[config.mk]
export PLATFORM = sky130hd
export DESIGN_NAME = fetch_unit
export DESIGN_NICKNAME = d
export VERILOG_FILES = /design/src/rtl/fetch_unit_pkg.sv /design/src/rtl/fetch_unit.sv
export SDC_FILE = /design/constraint.sdc
export NUM_CORES = 1
export LEC_CHECK = 0
export ABC_AREA = 0
export CAP_MARGIN = 30
export CORE_MARGIN = 5
export CORE_UTILIZATION = 30
export CTS_CLUSTER_DIAMETER = 120
export DETAILED_ROUTE_END_ITERATION = 12
export HOLD_SLACK_MARGIN = 0.06
export PLACE_DENSITY = 0.51
export SYNTH_ARGS = -nofsm -noshare
export SYNTH_HDL_FRONTEND = slang
export SYNTH_SLANG_ARGS = --single-unit
[constraint.sdc]
create_clock -name clk -period 2.59 [get_ports clk]
set_input_delay 0.518 -clock clk [delete_from_list [all_inputs] [get_ports clk]]
set_output_delay 0.518 -clock clk [all_outputs]
set_load 0.02 [all_outputs]
[src/rtl/fetch_unit_pkg.sv]
// Shared definitions for the instruction fetch stage: word width, the PC
// increment, the fetch FSM encoding and a word-alignment helper.
package fetch_unit_pkg;

    localparam int WORD_WIDTH        = 32;
    localparam int FETCH_STATE_WIDTH = 2;

    localparam logic [WORD_WIDTH-1:0] ZERO_WORD = '0;
    localparam logic [WORD_WIDTH-1:0] PC_STEP   = 32'd4;

    // FETCH   : request outstanding (or about to be) for pc
    // HOLD    : instruction captured, parked behind a stall, no request
    // DISCARD : stale request in flight after a redirect, data will be dropped
    typedef enum logic [FETCH_STATE_WIDTH-1:0] {
        FETCH_S_FETCH   = 2'd0,
        FETCH_S_HOLD    = 2'd1,
        FETCH_S_DISCARD = 2'd2
    } fetch_state_e;

    // Clear the byte-offset bits so every fetch address is word aligned.
    function automatic logic [WORD_WIDTH-1:0] word_align(input logic [WORD_WIDTH-1:0] addr);
        return addr & ~(WORD_WIDTH'(3));
    endfunction

endpackage

[src/rtl/fetch_unit.sv]
// Instruction fetch stage: owns the PC, runs the single-outstanding
// instruction-memory handshake, and presents instrF/pcF to if_id.
// A redirect that arrives while a request is in flight must wait for the
// stale ack, because the request cannot be withdrawn once raised.
module fetch_unit
    import fetch_unit_pkg::*;
#(
    parameter logic [WORD_WIDTH-1:0] RESET_PC = 32'h0000_0000
) (
    input  logic                  clk,
    input  logic                  rst,
    input  logic                  stallF,
    input  logic                  redirect_valid,
    input  logic [WORD_WIDTH-1:0] redirect_pc,
    output logic                  imem_req,
    output logic [WORD_WIDTH-1:0] imem_addr,
    input  logic                  imem_ack,
    input  logic [WORD_WIDTH-1:0] imem_rdata,
    output logic [WORD_WIDTH-1:0] instrF,
    output logic [WORD_WIDTH-1:0] pcF,
    output logic                  fetch_busy
);

    fetch_state_e          state;
    fetch_state_e          state_next;
    logic [WORD_WIDTH-1:0] pc;
    logic [WORD_WIDTH-1:0] pc_next;
    logic [WORD_WIDTH-1:0] instr_buf;
    logic [WORD_WIDTH-1:0] instr_buf_next;
    logic [WORD_WIDTH-1:0] pending_pc;
    logic [WORD_WIDTH-1:0] pending_pc_next;
    logic [WORD_WIDTH-1:0] redirect_target;
    logic [WORD_WIDTH-1:0] pc_inc;

    assign redirect_target = word_align(redirect_pc);
    assign pc_inc          = pc + PC_STEP;

    // State and datapath registers, cleared by the synchronous active-low reset.
    always_ff @(posedge clk) begin
        if (!rst) begin
            state      <= FETCH_S_FETCH;
            pc         <= RESET_PC;
            instr_buf  <= ZERO_WORD;
            pending_pc <= ZERO_WORD;
        end else begin
            state      <= state_next;
            pc         <= pc_next;
            instr_buf  <= instr_buf_next;
            pending_pc <= pending_pc_next;
        end
    end

    // Next-state and next-PC selection; redirects outrank stalls everywhere.
    always_comb begin
        state_next      = state;
        pc_next         = pc;
        instr_buf_next  = instr_buf;
        pending_pc_next = pending_pc;

        case (state)
            FETCH_S_FETCH: begin
                if (redirect_valid && imem_ack) begin
                    pc_next = redirect_target;
                end else if (redirect_valid) begin
                    pending_pc_next = redirect_target;
                    state_next      = FETCH_S_DISCARD;
                end else if (imem_ack && stallF) begin
                    instr_buf_next = imem_rdata;
                    state_next     = FETCH_S_HOLD;
                end else if (imem_ack) begin
                    pc_next = pc_inc;
                end
            end

            FETCH_S_HOLD: begin
                if (redirect_valid) begin
                    pc_next    = redirect_target;
                    state_next = FETCH_S_FETCH;
                end else if (!stallF) begin
                    pc_next    = pc_inc;
                    state_next = FETCH_S_FETCH;
                end
            end

            FETCH_S_DISCARD: begin
                if (redirect_valid && imem_ack) begin
                    pc_next    = redirect_target;
                    state_next = FETCH_S_FETCH;
                end else if (redirect_valid) begin
                    pending_pc_next = redirect_target;
                end else if (imem_ack) begin
                    pc_next    = pending_pc;
                    state_next = FETCH_S_FETCH;
                end
            end

            default: begin
                state_next = FETCH_S_FETCH;
            end
        endcase
    end

    // Output multiplexing; while reset is held no request goes out and the
    // stage reports itself busy so the decode stage sees bubbles.
    always_comb begin
        imem_req   = 1'b0;
        imem_addr  = pc;
        instrF     = imem_rdata;
        pcF        = pc;
        fetch_busy = 1'b1;

        if (rst) begin
            case (state)
                FETCH_S_FETCH: begin
                    imem_req   = 1'b1;
                    fetch_busy = !imem_ack;
                end
                FETCH_S_HOLD: begin
                    imem_req   = 1'b0;
                    instrF     = instr_buf;
                    fetch_busy = 1'b0;
                end
                FETCH_S_DISCARD: begin
                    imem_req   = 1'b1;
                    fetch_busy = 1'b1;
                end
                default: begin
                    imem_req   = 1'b0;
                    fetch_busy = 1'b1;
                end
            endcase
        end
    end

endmodule

==> impl_metrics.json <==
{
  "antenna_found_initial": 0,
  "synth_top_area_cell": "dfxtp_1",
  "drive_gt1_share_pct": 16.1,
  "port_buffers": 160,
  "routed_wl_um": 22300,
  "cp_data_arrival_time_ns": 1.97,
  "ys_types": 69,
  "end_kind": "primary output",
  "slew_headroom_pct": 49.1,
  "worst_pin_slew_ns": 0.763,
  "h-tree-depth": 3,
  "synth.most_common_cell": "nand2_1",
  "clock-sinks": 94,
  "placed_cells": 1221,
  "ir_drop_mv": 0.371,
  "die-height_um": 150,
  "nets": 1043,
  "synth_top_cell_area_share_pct": 31.8,
  "drtIter0Drc": 345,
  "grt_pass1_wl_um": 34600,
  "crit_fanout": 8,
  "grt_pass1_vias": 6251,
  "final.setup.tns_ns": 0,
  "yosysWarnings": 0,
  "rsz0062_at_grt": "false",
  "gr-usage-met3_pct": 4.39,
  "grt.total_usage_pct": 19.4,
  "outcome": "completed",
  "cts_tree": "yes",
  "fin_area_sq_mm": 0.00847,
  "grtUsageMet2_pct": 31.2,
  "cts.clk_slew.worst_paths_ns": 0.07,
  "gp_congestion": 0.826,
  "drt_first_pass_iters": 5,
  "clkLatencyLatePin_ns": 0.36,
  "grt_busiest_layer": "met2",
  "grt_remaining_overflow": 0,
  "cap_viol_max_count": 0,
  "hpwl_um": 15800,
  "start_kind": "register",
  "syn_inst": 804,
  "cts.path.max_buffers": 2,
  "crit_type": "reg2out",
  "syn2layout_area_growth_pct": 43.1,
  "stdcell_count": 1240,
  "dpl_cell_area_sq_mm": 0.00815,
  "fmax_mhz": 402,
  "avgSynthCellArea_sq_um": 7.36,
  "core_sq_mm": 0.0195,
  "cts_root_buf": "clkbuf_16",
  "leakagePower_nw": 3.17,
  "worstHoldPathType": "reg2reg",
  "ant_nets": 0,
  "netlist_area_sq_mm": 0.00592,
  "fin_crit_sh_pct": 96.0,
  "yosys-top-cells-area": "dfxtp_1, nand2_1, a21oi_1",
  "final.setup.worst_slack_ns": 0.103,
  "die_area_sq_mm": 0.0226,
  "die_w_um": 150,
  "synth-seq-cells": 94,
  "synth.yosys.seq_area_share_pct": 31.8,
  "fin_skew_ns": 0.0108,
  "routedWlPerCell_um": 18.0,
  "postCtsHoldBufs": 0,
  "grtUsageMet1_pct": 25.9,
  "antenna_cells": 0,
  "rows": 51,
  "power_density_mw_per_mm2": 571,
  "via_per_inst": 5.19,
  "numCtsBuffers": 9,
  "start_util_pct": 30.4,
  "synthFlopType": "dfxtp_1",
  "synthTopCellsByCount": "nand2_1, a21oi_1, dfxtp_1",
  "setup_viol": 0,
  "place_ws_ns": -0.125,
  "grt_max_degree": 62,
  "post-cts-setup-buffer-count": 0,
  "ios": 167,
  "drc_errors": 0,
  "finalHoldViolCount": 0,
  "async_reset_ff_share_pct": 0,
  "final_max_slew_viol_count": 0,
  "cp.required_ns": 2.07,
  "synth-edff-count": 0,
  "fin_crit_ns": 2.49,
  "vias": 6438
}
==> cell type report <==
type	instances	area, sq um
clock buffers	9	225
repair buffers	252	2420
fillers	2029	11000
well taps	265	332
clock inverters	7	65.1
inverters	13	48.8
flip-flops and latches	94	1880
multi-input cells	600	3500
==> sequential cells by signal (all words and copies together), names as in the netlist <==
name	count
pending_pc	30
state	2
imem_addr	30
instr_buf	32
==> power by group <==
part | internal (mW) | switching, mW | leakage, nW
clock network | 0.677 | 0.675 | 0.140
registers | 1.56 | 0.104 | 0.767
logic | 0.827 | 0.992 | 2.26
total | 3.06 | 1.77 | 3.17
==> critical path, stage by stage, from the launching register on <==
cell and delay [ns]:
dfxtp_1 0.36, inv_1 0.07, ha_2 0.21, nand2_4 0.14
clkbuf_16 0.18, mux2_2 0.33, dlygate4sd2_1 0.32
==> cell families (layout without fill, tap and decap cells) <==
group,after synthesis,count (layout),synth area share (%)
compound gates,238,238,25.9
xor+xnor,13,13,1.92
fa+ha+maj,4,4,0.846
buf+inv,113,281,9.68
flops,94,94,31.8
mux,36,36,6.79
other cells,1,4,0.0634
simple gates,305,305,23.0
==> path summary, 6_finish.rpt <==
| check | startpoint | to | slack, ns | cells after the start |
|---|---|---|---|---|
| setup reg to reg | state[1] | imem_addr[20] | 0.19 | 9 |
| hold / removal | pending_pc[5] | pending_pc[5] | 0.46 | 2 |
| setup / recovery | state[1] | instrF[3] | 0.10 | 6 |
| hold reg to reg | pending_pc[5] | pending_pc[5] | 0.46 | 2 |
==> layout by cell type, fill, tap and decap left out, types with 12 or more instances in the layout <==
cell,count
dfxtp_1,94
o21ai_0,38
a221oi_1,17
dlygate4sd2_1,31
clkdlybuf4s50_1,126
nand2_1,183
inv_1,12
buf_4,79
nand3_1,17
nor2_1,40
a21oi_1,96
mux2_2,33
nor3_1,18
==> metrics by stage <==
stage,utilization [%],total power [mW],hold WS [ns]
floorplan,-,2.70,0.433
global placement,41.9,3.53,0.443
detailed placement,41.9,3.53,0.448
CTS,43.2,4.87,0.458
global route,43.5,5.09,0.478
finish,43.5,4.83,0.455
==> timing repair <==
item | CTS | global route
pin swaps | 0 | 1
resized for setup | 36 | 4
setup endpoints to repair | 34 | 32
cloned | 0 | 3
==> metal layers <==
layer  share of wire (%)  wire length (um)
met5                   0                 0
met4                 1.2               274
met3                 7.9              1760
met2                  46             10200
met1                  45             10100
Power figures use the tool's default switching activity.
